[src/rtl/pll_drp_reconfig_ctrl.sv]
// pll_drp_reconfig_ctrl
//   Run-time reprogramming sequencer for a DRP-enabled MMCM/PLL, clocked from
//   the stable clk10 domain. On a request it holds the target PLL in reset,
//   read-modify-writes every DRP entry of the selected preset, then releases
//   reset and waits for lock. Presets live in an external combinational ROM.
//   Optional feature macro: LOCK_MONITOR_EN (builds the sticky lock_lost
//   monitor; without it lock_lost is tied to 0).
module pll_drp_reconfig_ctrl #(
  parameter int NUM_CFG      = 4,
  parameter int N_REGS       = 8,
  parameter int DRDY_TIMEOUT = 64,
  parameter int LOCK_TIMEOUT = 1000,
  parameter int RST_HOLD     = 4
) (
  input  logic                              clk10,
  input  logic                              rst,
  input  logic                              cfg_req,
  input  logic [$clog2(NUM_CFG)-1:0]        cfg_sel,
  output logic                              cfg_busy,
  output logic                              cfg_done,
  output logic                              cfg_err,
  output logic [$clog2(NUM_CFG*N_REGS)-1:0] rom_addr,
  input  logic [38:0]                       rom_data,
  output logic                              drp_den,
  output logic                              drp_dwe,
  output logic [6:0]                        drp_daddr,
  output logic [15:0]                       drp_di,
  input  logic [15:0]                       drp_do,
  input  logic                              drp_drdy,
  output logic                              pll_rst,
  input  logic                              pll_locked,
  output logic                              lock_lost
);

  localparam int SW   = $clog2(NUM_CFG);
  localparam int AW   = $clog2(NUM_CFG * N_REGS);
  localparam int IW   = (N_REGS > 1) ? $clog2(N_REGS) : 1;
  localparam int TMAX = (LOCK_TIMEOUT > DRDY_TIMEOUT)
                      ? ((LOCK_TIMEOUT > RST_HOLD) ? LOCK_TIMEOUT : RST_HOLD)
                      : ((DRDY_TIMEOUT > RST_HOLD) ? DRDY_TIMEOUT : RST_HOLD);
  localparam int TW   = $clog2(TMAX + 1);

  localparam logic [TW-1:0] HOLD_LAST = TW'(RST_HOLD - 1);
  localparam logic [TW-1:0] DRDY_LAST = TW'(DRDY_TIMEOUT - 1);
  localparam logic [TW-1:0] LOCK_LAST = TW'(LOCK_TIMEOUT - 1);
  localparam logic [IW-1:0] IDX_LAST  = IW'(N_REGS - 1);
  localparam logic [AW-1:0] NREGS_A   = AW'(N_REGS);
  localparam logic [31:0]   NUM_CFG_U = 32'(NUM_CFG);

  typedef enum logic [3:0] {
    S_IDLE, S_HOLD, S_RD, S_RD_WAIT, S_WR, S_WR_WAIT,
    S_NEXT, S_RELEASE, S_LOCK_WAIT, S_DONE, S_ERROR
  } state_t;

  state_t          state_q;
  logic [SW-1:0]   sel_q;
  logic [IW-1:0]   idx_q;
  logic [TW-1:0]   timer_q;
  logic [TW-1:0]   timer_d;
  logic            busy_q, done_q, err_q;
  logic            den_q, dwe_q, pll_rst_q;
  logic [15:0]     di_q;
  logic            lock_meta_q, lock_sync_q;
  logic [31:0]     sel_ext;

  logic [6:0]      rom_daddr;
  logic [15:0]     rom_mask, rom_wdata;

  assign rom_daddr = rom_data[38:32];
  assign rom_mask  = rom_data[31:16];
  assign rom_wdata = rom_data[15:0];
  assign sel_ext   = 32'(cfg_sel);

  // Per-state cycle counter; holds at all-ones instead of wrapping.
  assign timer_d = (timer_q == {TW{1'b1}}) ? timer_q : timer_q + 1'b1;

  // ROM index of the entry currently being processed.
  assign rom_addr = AW'(sel_q) * NREGS_A + AW'(idx_q);

  assign cfg_busy  = busy_q;
  assign cfg_done  = done_q;
  assign cfg_err   = err_q;
  assign drp_den   = den_q;
  assign drp_dwe   = dwe_q;
  // The ROM entry is stable for the whole RD/WR cycle, so the address follows it directly.
  assign drp_daddr = den_q ? rom_daddr : 7'd0;
  assign drp_di    = di_q;
  assign pll_rst   = pll_rst_q;

  // Two-flop synchronizer for the asynchronous lock indication.
  always_ff @(posedge clk10 or posedge rst) begin
    if (rst) begin
      lock_meta_q <= 1'b0;
      lock_sync_q <= 1'b0;
    end else begin
      lock_meta_q <= pll_locked;
      lock_sync_q <= lock_meta_q;
    end
  end

  // Reconfiguration sequencer with registered outputs.
  always_ff @(posedge clk10 or posedge rst) begin
    if (rst) begin
      state_q   <= S_IDLE;
      sel_q     <= '0;
      idx_q     <= '0;
      timer_q   <= '0;
      busy_q    <= 1'b0;
      done_q    <= 1'b0;
      err_q     <= 1'b0;
      den_q     <= 1'b0;
      dwe_q     <= 1'b0;
      pll_rst_q <= 1'b0;
      di_q      <= '0;
    end else begin
      timer_q <= timer_d;
      den_q   <= 1'b0;
      dwe_q   <= 1'b0;
      done_q  <= 1'b0;
      case (state_q)
        S_IDLE: begin
          if (cfg_req) begin
            busy_q  <= 1'b1;
            idx_q   <= '0;
            timer_q <= '0;
            if (sel_ext >= NUM_CFG_U) begin
              err_q   <= 1'b1;
              state_q <= S_ERROR;
            end else begin
              err_q     <= 1'b0;
              sel_q     <= cfg_sel;
              pll_rst_q <= 1'b1;
              state_q   <= S_HOLD;
            end
          end
        end
        S_HOLD: begin
          if (timer_q == HOLD_LAST) begin
            den_q   <= 1'b1;
            timer_q <= '0;
            state_q <= S_RD;
          end
        end
        S_RD: begin
          timer_q <= '0;
          state_q <= S_RD_WAIT;
        end
        S_RD_WAIT: begin
          if (drp_drdy) begin
            // Mask bits set keep the current register contents.
            di_q    <= (drp_do & rom_mask) | (rom_wdata & ~rom_mask);
            den_q   <= 1'b1;
            dwe_q   <= 1'b1;
            timer_q <= '0;
            state_q <= S_WR;
          end else if (timer_q == DRDY_LAST) begin
            err_q   <= 1'b1;
            timer_q <= '0;
            state_q <= S_ERROR;
          end
        end
        S_WR: begin
          timer_q <= '0;
          state_q <= S_WR_WAIT;
        end
        S_WR_WAIT: begin
          if (drp_drdy) begin
            timer_q <= '0;
            state_q <= S_NEXT;
          end else if (timer_q == DRDY_LAST) begin
            err_q   <= 1'b1;
            timer_q <= '0;
            state_q <= S_ERROR;
          end
        end
        S_NEXT: begin
          timer_q <= '0;
          if (idx_q == IDX_LAST) begin
            pll_rst_q <= 1'b0;
            state_q   <= S_RELEASE;
          end else begin
            idx_q   <= idx_q + 1'b1;
            den_q   <= 1'b1;
            state_q <= S_RD;
          end
        end
        S_RELEASE: begin
          timer_q <= '0;
          state_q <= S_LOCK_WAIT;
        end
        S_LOCK_WAIT: begin
          if (lock_sync_q) begin
            done_q  <= 1'b1;
            timer_q <= '0;
            state_q <= S_DONE;
          end else if (timer_q == LOCK_LAST) begin
            err_q   <= 1'b1;
            timer_q <= '0;
            state_q <= S_ERROR;
          end
        end
        S_DONE, S_ERROR: begin
          // pll_rst is left as-is: still high after a DRP timeout, already low after a lock timeout.
          busy_q  <= 1'b0;
          timer_q <= '0;
          state_q <= S_IDLE;
        end
        default: begin
          busy_q  <= 1'b0;
          timer_q <= '0;
          state_q <= S_IDLE;
        end
      endcase
    end
  end

`ifdef LOCK_MONITOR_EN
  logic armed_q;
  logic lost_q;

  // Arm after a successful configuration; flag any synced-lock drop seen while idle.
  always_ff @(posedge clk10 or posedge rst) begin
    if (rst) begin
      armed_q <= 1'b0;
      lost_q  <= 1'b0;
    end else if (state_q == S_IDLE && cfg_req) begin
      armed_q <= 1'b0;
      lost_q  <= 1'b0;
    end else begin
      if (state_q == S_DONE) begin
        armed_q <= 1'b1;
      end
      if (state_q == S_IDLE && armed_q && !lock_sync_q) begin
        lost_q <= 1'b1;
      end
    end
  end

  assign lock_lost = lost_q;
`else
  assign lock_lost = 1'b0;
`endif

endmodule
[config.mk]
export PLATFORM = sky130hd
export DESIGN_NAME = pll_drp_reconfig_ctrl
export DESIGN_NICKNAME = d
export VERILOG_FILES = /design/src/rtl/pll_drp_reconfig_ctrl.sv
export SDC_FILE = /design/constraint.sdc
export NUM_CORES = 1
export LEC_CHECK = 0
export ABC_AREA = 1
export CORE_ASPECT_RATIO = 0.6
export CORE_UTILIZATION = 43
export DETAILED_ROUTE_END_ITERATION = 8
export PLACE_DENSITY = 0.8
export SYNTH_ARGS = -nofsm -noshare
export SYNTH_HDL_FRONTEND = slang
export SYNTH_SLANG_ARGS = --single-unit
[constraint.sdc]
create_clock -name clk10 -period 1.7 [get_ports clk10]
set_clock_uncertainty 0.1 [all_clocks]
set_input_delay 0.255 -clock clk10 [delete_from_list [all_inputs] [get_ports clk10]]
set_output_delay 0.255 -clock clk10 [all_outputs]
set_load 0.02 [all_outputs]
==> flow_results.org, run 1 <==
** Floorplanning
- The die covers between 5000 and 6000 sq um.
- I/O Pins :: 97
- Row cnt :: 20
- Die height :: between 50 and 60 um
- Effective utilization at floorplan :: 46.2%
- The total area inside the core boundary comes to 5200 sq um.
- From left edge to right edge, the die measures 98.5 um.

** Cells and area
- The final layout contains 489 nets.
- Commonest cells after routing, fill and taps aside :: 89 x sky130_fd_sc_hd__nand2_1, 86 x sky130_fd_sc_hd__clkdlybuf4s50_1, 52 x sky130_fd_sc_hd__inv_1
- In the final layout, the share of cells above drive strength 1 is 13.4%.
- Synthesis-to-layout area growth :: 51.6%
- The number of antenna diodes in the final layout is 0.
- Finished Cell Area :: 3640 sq um
- Core utilization of the finished layout :: 70.0%
- The library cell used most frequently in the layout, excluding fill and tap cells, is sky130_fd_sc_hd__nand2_1.

** Setup path
- Among cell families on the critical path, the largest total delay comes from buffers and inverters.
- The setup path with the least slack is of type register to primary output.
- Endpoint type of the worst setup path :: primary output
- Buffers and inverters on the worst path :: 1
- In this design, the stage delay of the slowest critical-path cell is around 0.64 ns.
- The critical path goes through clkdlybuf4s50_1.
- Cell with the largest stage delay on the worst path :: sky130_fd_sc_hd__clkdlybuf4s50_1
- Arr. time, crit path :: 1.30 ns
- Data on the critical path is required at its endpoint by 1.34 ns.
- Logic depth of the worst register-to-register path :: 8
- CP Launch Type :: register
- In this run the number of cells on the critical path is 1.
- In this run the worst path has a maximum fanout of 2.

** STA
- The clock period could shrink to 1.65 ns.
- Final setup violation count :: 0
- Total count of max-transition violations in the final report :: 0
- Peak clock frequency supported by timing :: 0.606 GHz
- The worst path uses 97.1% of the clock period.
- Final Hold Viols :: 0

** Drt
- Average detailed-routed wire length per instance :: 12.1 um
- Post-route antenna net violation count :: 0
- In the routed layout, each cell is associated on average with a via count of 4.63.
- Remaining design rule violation count :: 11
- In this run, the number of DRC markers left after iteration 0 of detailed routing was 123.
- Final Routed Wirelength :: 5.95 mm
- Count of vias placed by the detailed router :: roughly 2300
- Number of detailed-route iterations in the first pass :: 7

** Yosys
- Each instance of the synthesized netlist takes up on average 7.55 sq um.
- Net count after synthesis :: 383
- Seq cells post-synth :: 43
- Count of unique library cells instantiated by Yosys :: 28
- Sequential-to-total area share from yosys stat :: 44.8%
- Post-synthesis instance total :: 318
- The cell area that synthesis handed to floorplanning was 2400 sq um.
- During synthesis, Yosys emitted a total of 0 warnings.

** Global route
- Initial antenna violation count :: 0
- After global routing the overflow that remains totals 0.
- Pin count of the biggest net entering global routing :: 44
- Number of global-route vias before repair :: 1999
- The first global-routing pass estimated 9.49 mm of wire.
- For this run, the total global-route usage over all layers was measured as between 20% and 30%.

** Status
- Violated checks :: DRC
- The run finished, with violations left.

** Pwr
- Lkg Pwr :: 1.85 nW
- Power density of the placed cells :: between 1000 and 1500 nW/um^2
- Worst-case vdd ir drop :: slightly below 0.0007 V

** CTS
- No sink is reached through more buffers than the 2 on the longest clock path.
- The clock reaches the later pin of the worst-skew pair after 0.30 ns.
- CTS sink cnt :: between 40 and 50
- Root buffer cell :: sky130_fd_sc_hd__clkbuf_8
- TritonCTS built the clock tree.
- Num CTS Buffers :: 5
- Clock slew at reported path FFs :: 0.08 ns
- H-tree depth reported by CTS :: 2

** Job
- Max-cap violations in this run came to 0.

** Placed design
- Final estimated routing congestion in global placement :: 0.912
- Post-detailed-placement cell area :: 3470 sq um
- Port buffering added 95 buffers.
- After legalization and detailed placement, the total HPWL measured 4.70 mm.

** Worst hold path
- Tightest Hold Check Type :: input pin to asynchronous set/reset pin
==> where the power goes <==
group / switching (mW) / total, mW / internal (mW)
sequential: 0.222 / 1.55 / 1.33
combinational: 1.30 / 2.33 / 1.03
clock: 0.339 / 0.927 / 0.587
total: 1.86 / 4.81 / 2.94
==> state kept, by name, indices dropped and copies added, names as in the netlist, 2 cells and up <==
signal / cells
sel_q: 2
timer_q: 10
state_q: 4
idx_q: 3
drp_di: 16
==> routing by layer <==
metal | track usage, % | wire, um | vias up
met5 | 0 | 0 | -
met4 | 3.84 | 38 | 0
met3 | 4.91 | 463 | 5
met2 | 33.4 | 2660 | 60
met1 | 29.7 | 2790 | 1023
li1 | - | - | 1183
==> worst paths after layout <==
path,startpoint,to,slack (ns)
max,drp_di[12],drp_di[12],0.05
min,rst,drp_di[8],0.19
min reg2reg,lock_meta_q,lock_sync_q,0.25
min in group clk10,lock_meta_q,lock_sync_q,0.25
max reg2reg,timer_q[1],timer_q[5],0.07
max in group asynchronous,rst,cfg_err,1.10
==> synth_stat cells <==
cell / count / area [sq um]
sky130_fd_sc_hd__nor2_1: 16 / 60.1
sky130_fd_sc_hd__nor3_1: 1 / 5.00
sky130_fd_sc_hd__nand3_2: 3 / 30.0
sky130_fd_sc_hd__nand3_1: 11 / 55.1
sky130_fd_sc_hd__ha_1: 3 / 37.5
sky130_fd_sc_hd__o21ai_1: 21 / 105
sky130_fd_sc_hd__xor2_1: 2 / 17.5
sky130_fd_sc_hd__buf_4: 1 / 7.51
sky130_fd_sc_hd__nor2_8: 1 / 20.0
sky130_fd_sc_hd__or2_1: 1 / 6.26
sky130_fd_sc_hd__nand3_4: 2 / 35.0
sky130_fd_sc_hd__nor2_2: 15 / 93.8
sky130_fd_sc_hd__a21oi_1: 6 / 30.0
sky130_fd_sc_hd__inv_2: 7 / 26.3
sky130_fd_sc_hd__dfrtp_1: 43 / 1080
sky130_fd_sc_hd__xnor2_1: 1 / 8.76
sky130_fd_sc_hd__inv_1: 53 / 199
sky130_fd_sc_hd__buf_6: 2 / 22.5
sky130_fd_sc_hd__o211ai_1: 2 / 15.0
sky130_fd_sc_hd__o21ai_0: 23 / 115
sky130_fd_sc_hd__buf_2: 1 / 5.00
sky130_fd_sc_hd__or2_0: 1 / 6.26
sky130_fd_sc_hd__nand2_2: 4 / 25.0
sky130_fd_sc_hd__nand4_1: 1 / 6.26
sky130_fd_sc_hd__nand2_1: 91 / 342
sky130_fd_sc_hd__nor2_4: 3 / 33.8
sky130_fd_sc_hd__o21bai_1: 2 / 15.0
sky130_fd_sc_hd__conb_1: 1 / 3.75
==> layout make-up <==
class	instances	area, sq um
fill	421	1560
multi-input combinational	212	1100
sequential	43	1080
timing repair buffer	102	1020
inverter	60	225
tap	66	82.6
clock buffer	6	72.6
clock inverter	2	60.1
==> metrics by stage <==
stage / cells / hold WS (ns) / TNS (ns) / power (mW) / setup WS, ns
3_5_place_dp: 481 / 0.235 / -0.500 / 3.84 / -0.0866
4_1_cts: 489 / 0.200 / 0 / 4.76 / 0.0289
6_report: 491 / 0.193 / 0 / 4.81 / 0.0495
3_3_place_gp: 481 / 0.232 / -0.391 / 3.79 / -0.0590
2_1_floorplan: 318 / 0.186 / 0 / 2.89 / 0.103
5_1_grt: 491 / 0.230 / -0.111 / 5.13 / -0.0276
==> kinds of logic after synthesis <==
group / Yosys count / synth area share [%]
adders and majority gates: 3 / 1.56
xor gates and xnor gates: 3 / 1.09
and+or+nand+nor: 150 / 29.9
DFF: 43 / 44.8
other: 1 / 0.156
buffers and inverters: 64 / 10.8
AOI/OAI and AO/OA: 54 / 11.7
==> timing repair <==
action / in CTS / in global routing
cloned: 0 / 1
hold buffers: 0 / 0
gates resized for setup: 9 / 8
pin swaps: 0 / 4
setup endpoints to repair: 8 / 15
setup buffers: 0 / 1
(Power assumes the default switching activity.)
==> inputs of run 2 (changes only) <==
- MAX_ROUTING_LAYER: not set -> met4
==> flow_results.org, run 2 (same netlist as run 1, synthesis figures left out) <==
** Status
- Result of the run :: finished with violations
- Violated checks :: DRC

** Setup path
- Across all register-to-register paths, the minimum setup slack is 0.07 ns.
- Critical Path Max Stage Delay :: 0.64 ns
- Buffers and inverters on the worst path :: 1
- The most critical setup path has its startpoint at drp_di[12].
- The setup path with the least slack is of type register to primary output.
- The largest individual stage delay along the critical path comes from the cell sky130_fd_sc_hd__clkdlybuf4s50_1.
- For the worst flop-to-flop path, the logic depth is 8.
- CP required :: 1.34 ns
- STA classifies the critical path startpoint as a register.
- Following the worst setup path forward leads to its endpoint at drp_di[12].
- Walking the worst path, the cells encountered are clkdlybuf4s50_1.
- Worst Path Max Fanout :: 2
- Endpoint type of the worst setup path :: primary output
- End of the worst register-to-register path :: timer_q[1]
- STA puts the critical path data arrival time at 1.29 ns.
- Launch point of the worst reg-to-reg path :: timer_q[1]
- Depth of the critical timing path with buffers and inverters included :: 1
- The kind of cell with the highest combined delay along the critical path is buffers and inverters.

** Drt
- The first detailed-routing pass ran for 7 iterations.
- In the final routed layout, each cell accounts on average for approximately 12 um.
- Drt first-iter violations :: 140
- After detailed routing, the number of vias per cell comes to 4.63.
- Remaining design rule violation count :: 11
- Post-route antenna net violation count :: 0
- For this block, the routed nets add up to 6.11 mm of wire.
- For this block, the via count after detailed routing is 2282.

** Global route
- For this run the aggregate overflow at the end of global routing stands at 0.
- Pin count of the biggest net entering global routing :: 44
- Total routing usage reported by global routing :: 22.4%
- Global-route wire length before repair :: 9.80 mm
- The via count of the first global-routing pass came to roughly 2100.
- The initial antenna violation count was 0.

** Cells and area
- The register with the most flip-flops in the layout has 16 of them.
- The net count of the finished layout is 491.
- Core utilization of the finished layout :: a little under 70%
- From synthesis to final layout, the design area changed by 50.0%.
- Most common library cell in the layout ignoring fill and taps :: sky130_fd_sc_hd__nand2_1
- After filler insertion, the fill cell instance count of the layout stands at ~440.
- The top cell types in the final layout, fill and taps aside, are 89 x sky130_fd_sc_hd__nand2_1, 86 x sky130_fd_sc_hd__clkdlybuf4s50_1, 52 x sky130_fd_sc_hd__inv_1.
- Once layout is done, the placed cells without fillers occupy 3600 sq um.
- Layout cells sized above 1 :: 14.1%
- Count of antenna diodes in the layout :: 0

** Worst hold path
- Tightest Hold Check Type :: input pin to asynchronous set/reset pin

** Floorplanning
- Die height :: roughly 60 um
- Row cnt :: 20
- DIE AREA :: 5900 sq um
- The region available for standard cell placement spans 5200 sq um.
- Die W :: 98.5 um
- In this run the count of I/O pins placed on the die edge is 97.
- The initial utilization of the core area, before any placement, comes to a little under half.

** Pwr
- For this design the static power due to leakage is 1.83 nW.
- IR analysis of the VDD net gives a maximum drop of between 0.0006 and 0.0007 V.
- For this design the ratio of total power to cell area is 1270 nW/um^2.

** Placed design
- Detailed Place HPWL :: about 4.7 mm
- At the end of routability-driven placement, the weighted congestion stood at between 0.8 and 0.9.
- The placed instances occupy a cell area of 3470 sq um.
- Port buffering added 95 buffers.

** STA
- Final clock period utilization by the worst path :: 96.6%
- Setup repair after global routing could not meet its margin everywhere.
- The number of hold violations in the final report is 0.
- Final setup violation count :: 0
- Shortest clock period the worst path allows after layout :: around 1.6 ns
- Peak clock frequency supported by timing :: 0.609 GHz
- The max-slew violation count came to 0.

** CTS
- Worst skew pair latency :: 0.30 ns
- Clock-pin slew was measured on the worst setup and hold paths at 0.08 ns.
- H-tree depth reported by CTS :: 2
- Clock tree synthesis found a total of 43 sinks.
- Hold buffers post-CTS :: 0
- The tree is rooted in a sky130_fd_sc_hd__clkbuf_8.
- Clock tree from TritonCTS :: yes
- Buffers inserted during clock tree synthesis total 5.
- The longest clock path from root to sink contains 2 buffers.

** Job
- The tool flagged a number of max-cap violations equal to 0.
## run 2: cell count changes in the layout (fill, tap and decap cells not counted)
cell and change:
sky130_fd_sc_hd__bufinv_16 -2, sky130_fd_sc_hd__nand3_1 -1, sky130_fd_sc_hd__clkinvlp_4 +1, sky130_fd_sc_hd__clkinv_2 +1, sky130_fd_sc_hd__ha_4 -1, sky130_fd_sc_hd__ha_2 +1
sky130_fd_sc_hd__buf_4 +2, sky130_fd_sc_hd__nand3_2 +1
## run 2: repair_timing
action / CTS / global route
endpoints found under the setup margin: 8 / 15
pin swaps: 0 / 13
setup buffers: 0 / 3
cloned: 0 / 1
resized for setup: 9 / 8
## run 2: through the flow
stage	hold WS, ns	setup TNS [ns]	power, mW	std cells	setup WS, ns
2_1_floorplan	0.186	0	2.89	318	0.103
3_3_place_gp	0.233	-0.389	3.79	481	-0.0592
3_5_place_dp	0.235	-0.461	3.85	481	-0.0788
4_1_cts	0.200	0	4.46	489	0.0258
5_1_grt	0.229	-0.151	4.88	493	-0.0266
6_report	0.185	0	4.57	493	0.0572
## run 2: layout make-up
type | count | area [sq um] | share of cell area, %
clock buffers | 6 | 72.6 | 2.01
clock inverters | 2 | 12.5 | 0.347
inverters | 60 | 225 | 6.25
multi-input cells | 212 | 1100 | 30.5
flip-flops and latches | 43 | 1080 | 29.9
well taps | 66 | 82.6 | 2.29
repair buffers | 104 | 1040 | 28.7
## run 2: power breakdown
group | switching [mW] | internal [mW]
clock | 0.346 | 0.287
combinational | 1.34 | 1.05
sequential | 0.212 | 1.33
total | 1.90 | 2.67
## run 2: how the worst min path moves through the flow
stage / start / to / slack, ns / depth (start not counted)
CTS: rst / sel_q[1] / 0.20 / 3
finish: rst / sel_q[0] / 0.18 / 3
global placement: lock_meta_q / lock_sync_q / 0.23 / 0
global route: rst / sel_q[1] / 0.23 / 3
detailed placement: lock_meta_q / lock_sync_q / 0.23 / 0
floorplan: pll_locked / lock_meta_q / 0.19 / 0
## run 2: routing by layer
metal / part of all wire [%] / vias to the layer above / wire length [um] / global-route usage [%]
li1: - / 1202 / - / -
met1: 47 / 1003 / 2860 / 30.8
met2: 43 / 70 / 2650 / 34.1
met3: 8.9 / 7 / 543 / 5.15
met4: 0.83 / 0 / 51 / 5.33
met5: 0 / - / 0 / -
==> inputs of run 3 (changes only) <==
- ABC_CLOCK_PERIOD_IN_PS: not set -> 1700
- SETUP_SLACK_MARGIN: not set -> 0.2
==> flow_results.org, run 3 (same netlist as run 1, synthesis figures left out) <==
** Status
- The run finished, with violations left.
- The final reports fail on DRC.

** Setup path
- Worst Path Max Fanout :: 5
- STA classifies the critical path endpoint as a register.
- Cell with the largest stage delay on the worst path :: sky130_fd_sc_hd__dfrtp_1
- Critical Path Max Stage Delay :: ~0.40 ns
- Critical Setup Path Class :: register to register
- STA puts the critical path data required time at roughly 1.8 ns.
- Arr. time, crit path :: 1.69 ns
- The worst setup path is launched from a register.
- Cell chain of the critical path :: ha_4, nand2_2, nor2_4, nand3_2, nand2_2, nand3_4, nor2_4, nor2_2

** STA
- Setup repair after global routing could not meet its margin everywhere.
- Final setup violation count :: 0
- Final Hold Viols :: 0
- Shortest clock period the worst path allows after layout :: ~1.6 ns
- Slack of the critical path :: 0.0943 ns
- In the finished design, the share of the clock period the worst path needs comes to 94.5%.
- Peak clock frequency supported by timing :: 0.623 GHz
- Total count of max-transition violations in the final report :: 0

** Pwr
- Summing internal, switching and leakage power gives 4.53 mW.
- Dividing total power by cell area gives a power density of 1220 nW/um^2.
- VDD sags by at most roughly 0.0007 V.
- Summed over all cells, the static leakage comes to about 1.9 nW.

** Global route
- The via count of the first global-routing pass is ~2200.
- Residual overflow from global routing :: 0
- Initial antenna violation count :: 0
- After global routing, the most crowded layer is met2.
- Pin count of the biggest net entering global routing :: 33
- Global-route met2 utilization :: a little under two fifths
- Met3 GRT Util :: 4.44%
- Global-route wire length before repair :: 10.3 mm
- Total routing usage reported by global routing :: 23.2%
- Met1 routing resource usage after global routing :: 31.0%

** Cells and area
- Flip-flop count of the largest register, all copies and words added :: 16
- The library cell used most frequently in the layout, excluding fill and tap cells, is sky130_fd_sc_hd__nand2_1.
- Count of antenna diodes in the layout :: 0
- Core utilization of the finished layout :: 71.2%
- Compared with the post-synthesis result, the final layout area differs by 54.2%.
- Commonest cells after routing, fill and taps aside :: 86 x sky130_fd_sc_hd__nand2_1, 61 x sky130_fd_sc_hd__clkdlybuf4s50_1, 52 x sky130_fd_sc_hd__inv_1
- Final cell count without fillers :: 504
- Total number of nets in the final design :: approximately 500
- Of the cells placed in the final design, the portion with a size suffix greater than 1 is a little over a fifth.

** Placed design
- OpenSTA, run right after detailed placement, puts the worst setup slack at -0.0756 ns.
- In this run the tool buffered the top-level ports with 95 buffer cells.
- Final estimated routing congestion in global placement :: 0.899
- In this run, placement finished with an instance count of 478.
- Detailed Place HPWL :: 4.64 mm

** Drt
- Once detail routing completed, the nets flagged for antenna violations numbered 0.
- Summed over all layers, the routed wires come to 6.18 mm.
- Average detailed-routed wire length per instance :: about 12 um
- Remaining design rule violation count :: 11
- Number of detailed-route iterations in the first pass :: 6
- The routed layout has 2361 vias.
- Routed vias/inst :: approximately 4.7
- Drt first-iter violations :: about 140

** Floorplanning
- Row generation in the floorplan step produced 20 rows.
- Core Box Area :: 5200 sq um
- Once the floorplan was initialized, standard cells occupied 46.2% of the core.
- Die height :: around 60 um
- DIE AREA :: 5900 sq um
- I/O Pins :: just under 100
- Die W :: 98.5 um

** CTS
- The clock passes through at most 2 buffers.
- Hold buffers post-CTS :: 0
- The number of clock buffers added by TritonCTS is 5.
- After clock tree synthesis, the clock-pin slew on the worst setup and hold paths is 0.08 ns.
- Clock tree from TritonCTS :: yes
- The H-tree was split into 2 levels.
- CTS sink cnt :: 43
- Root buffer cell :: sky130_fd_sc_hd__clkbuf_8
- Worst skew pair latency :: a little under 0.3 ns

** Job
- Max-capacitance violation count :: 0

** Worst hold path
- The tightest min-delay check is of the input pin to asynchronous set/reset pin type.
==> run 3: path summary, 6_finish.rpt <==
check,end,start,slack (ns),cells after the start
max,timer_q[3],timer_q[1],0.09,8
max in group asynchronous,state_q[0],rst,0.90,3
min in group clk10,lock_sync_q,lock_meta_q,0.25,0
min,timer_q[0],rst,0.11,2
min reg2reg,lock_sync_q,lock_meta_q,0.25,0
max reg2reg,timer_q[3],timer_q[1],0.09,8
==> run 3: metrics by stage <==
| step | hold slack (ns) | area [sq um] | setup TNS (ns) |
|---|---|---|---|
| 2_1_floorplan | 0.186 | 2430 | 0 |
| 3_3_place_gp | 0.234 | 3480 | -0.382 |
| 3_5_place_dp | 0.235 | 3480 | -0.459 |
| 4_1_cts | 0.122 | 3670 | 0 |
| 5_1_grt | 0.156 | 3700 | -0.00786 |
| 6_report | 0.115 | 3700 | 0 |
==> run 3: where the power goes <==
group / internal (mW) / switching [mW]
combinational: 0.971 / 1.38
clock: 0.287 / 0.345
sequential: 1.34 / 0.216
==> run 3: worst max-delay path: cells and delay by family (launching register included) <==
family | cells | cell delay (ns)
DFF | 1 | 0.40
and+or+nand+nor | 7 | 0.80
adders and majority gates | 1 | 0.19
==> run 3: per-layer routing <==
metal / part of all wire, % / vias to the layer above / wire length, um
met3: 7.6 / 15 / 468
met4: 1.1 / 0 / 68
met2: 45 / 80 / 2790
li1: - / 1218 / -
met1: 46 / 1048 / 2860
met5: 0 / - / 0
==> run 3: repair_timing <==
item,in CTS,in global routing
gates resized for setup,54,24
setup buffers,12,5
endpoints found under the setup margin,69,44
cloned,1,0
pin swaps,13,10
==> run 3: layout make-up <==
| cell class | count | area, sq um |
|---|---|---|
| sequential | 43 | 1090 |
| fill | 420 | 1500 |
| clock inverter | 2 | 12.5 |
| clock buffer | 6 | 72.6 |
| multi-input combinational | 212 | 1170 |
| tap | 66 | 82.6 |
| inverter | 60 | 228 |
| timing repair buffer | 115 | 1060 |
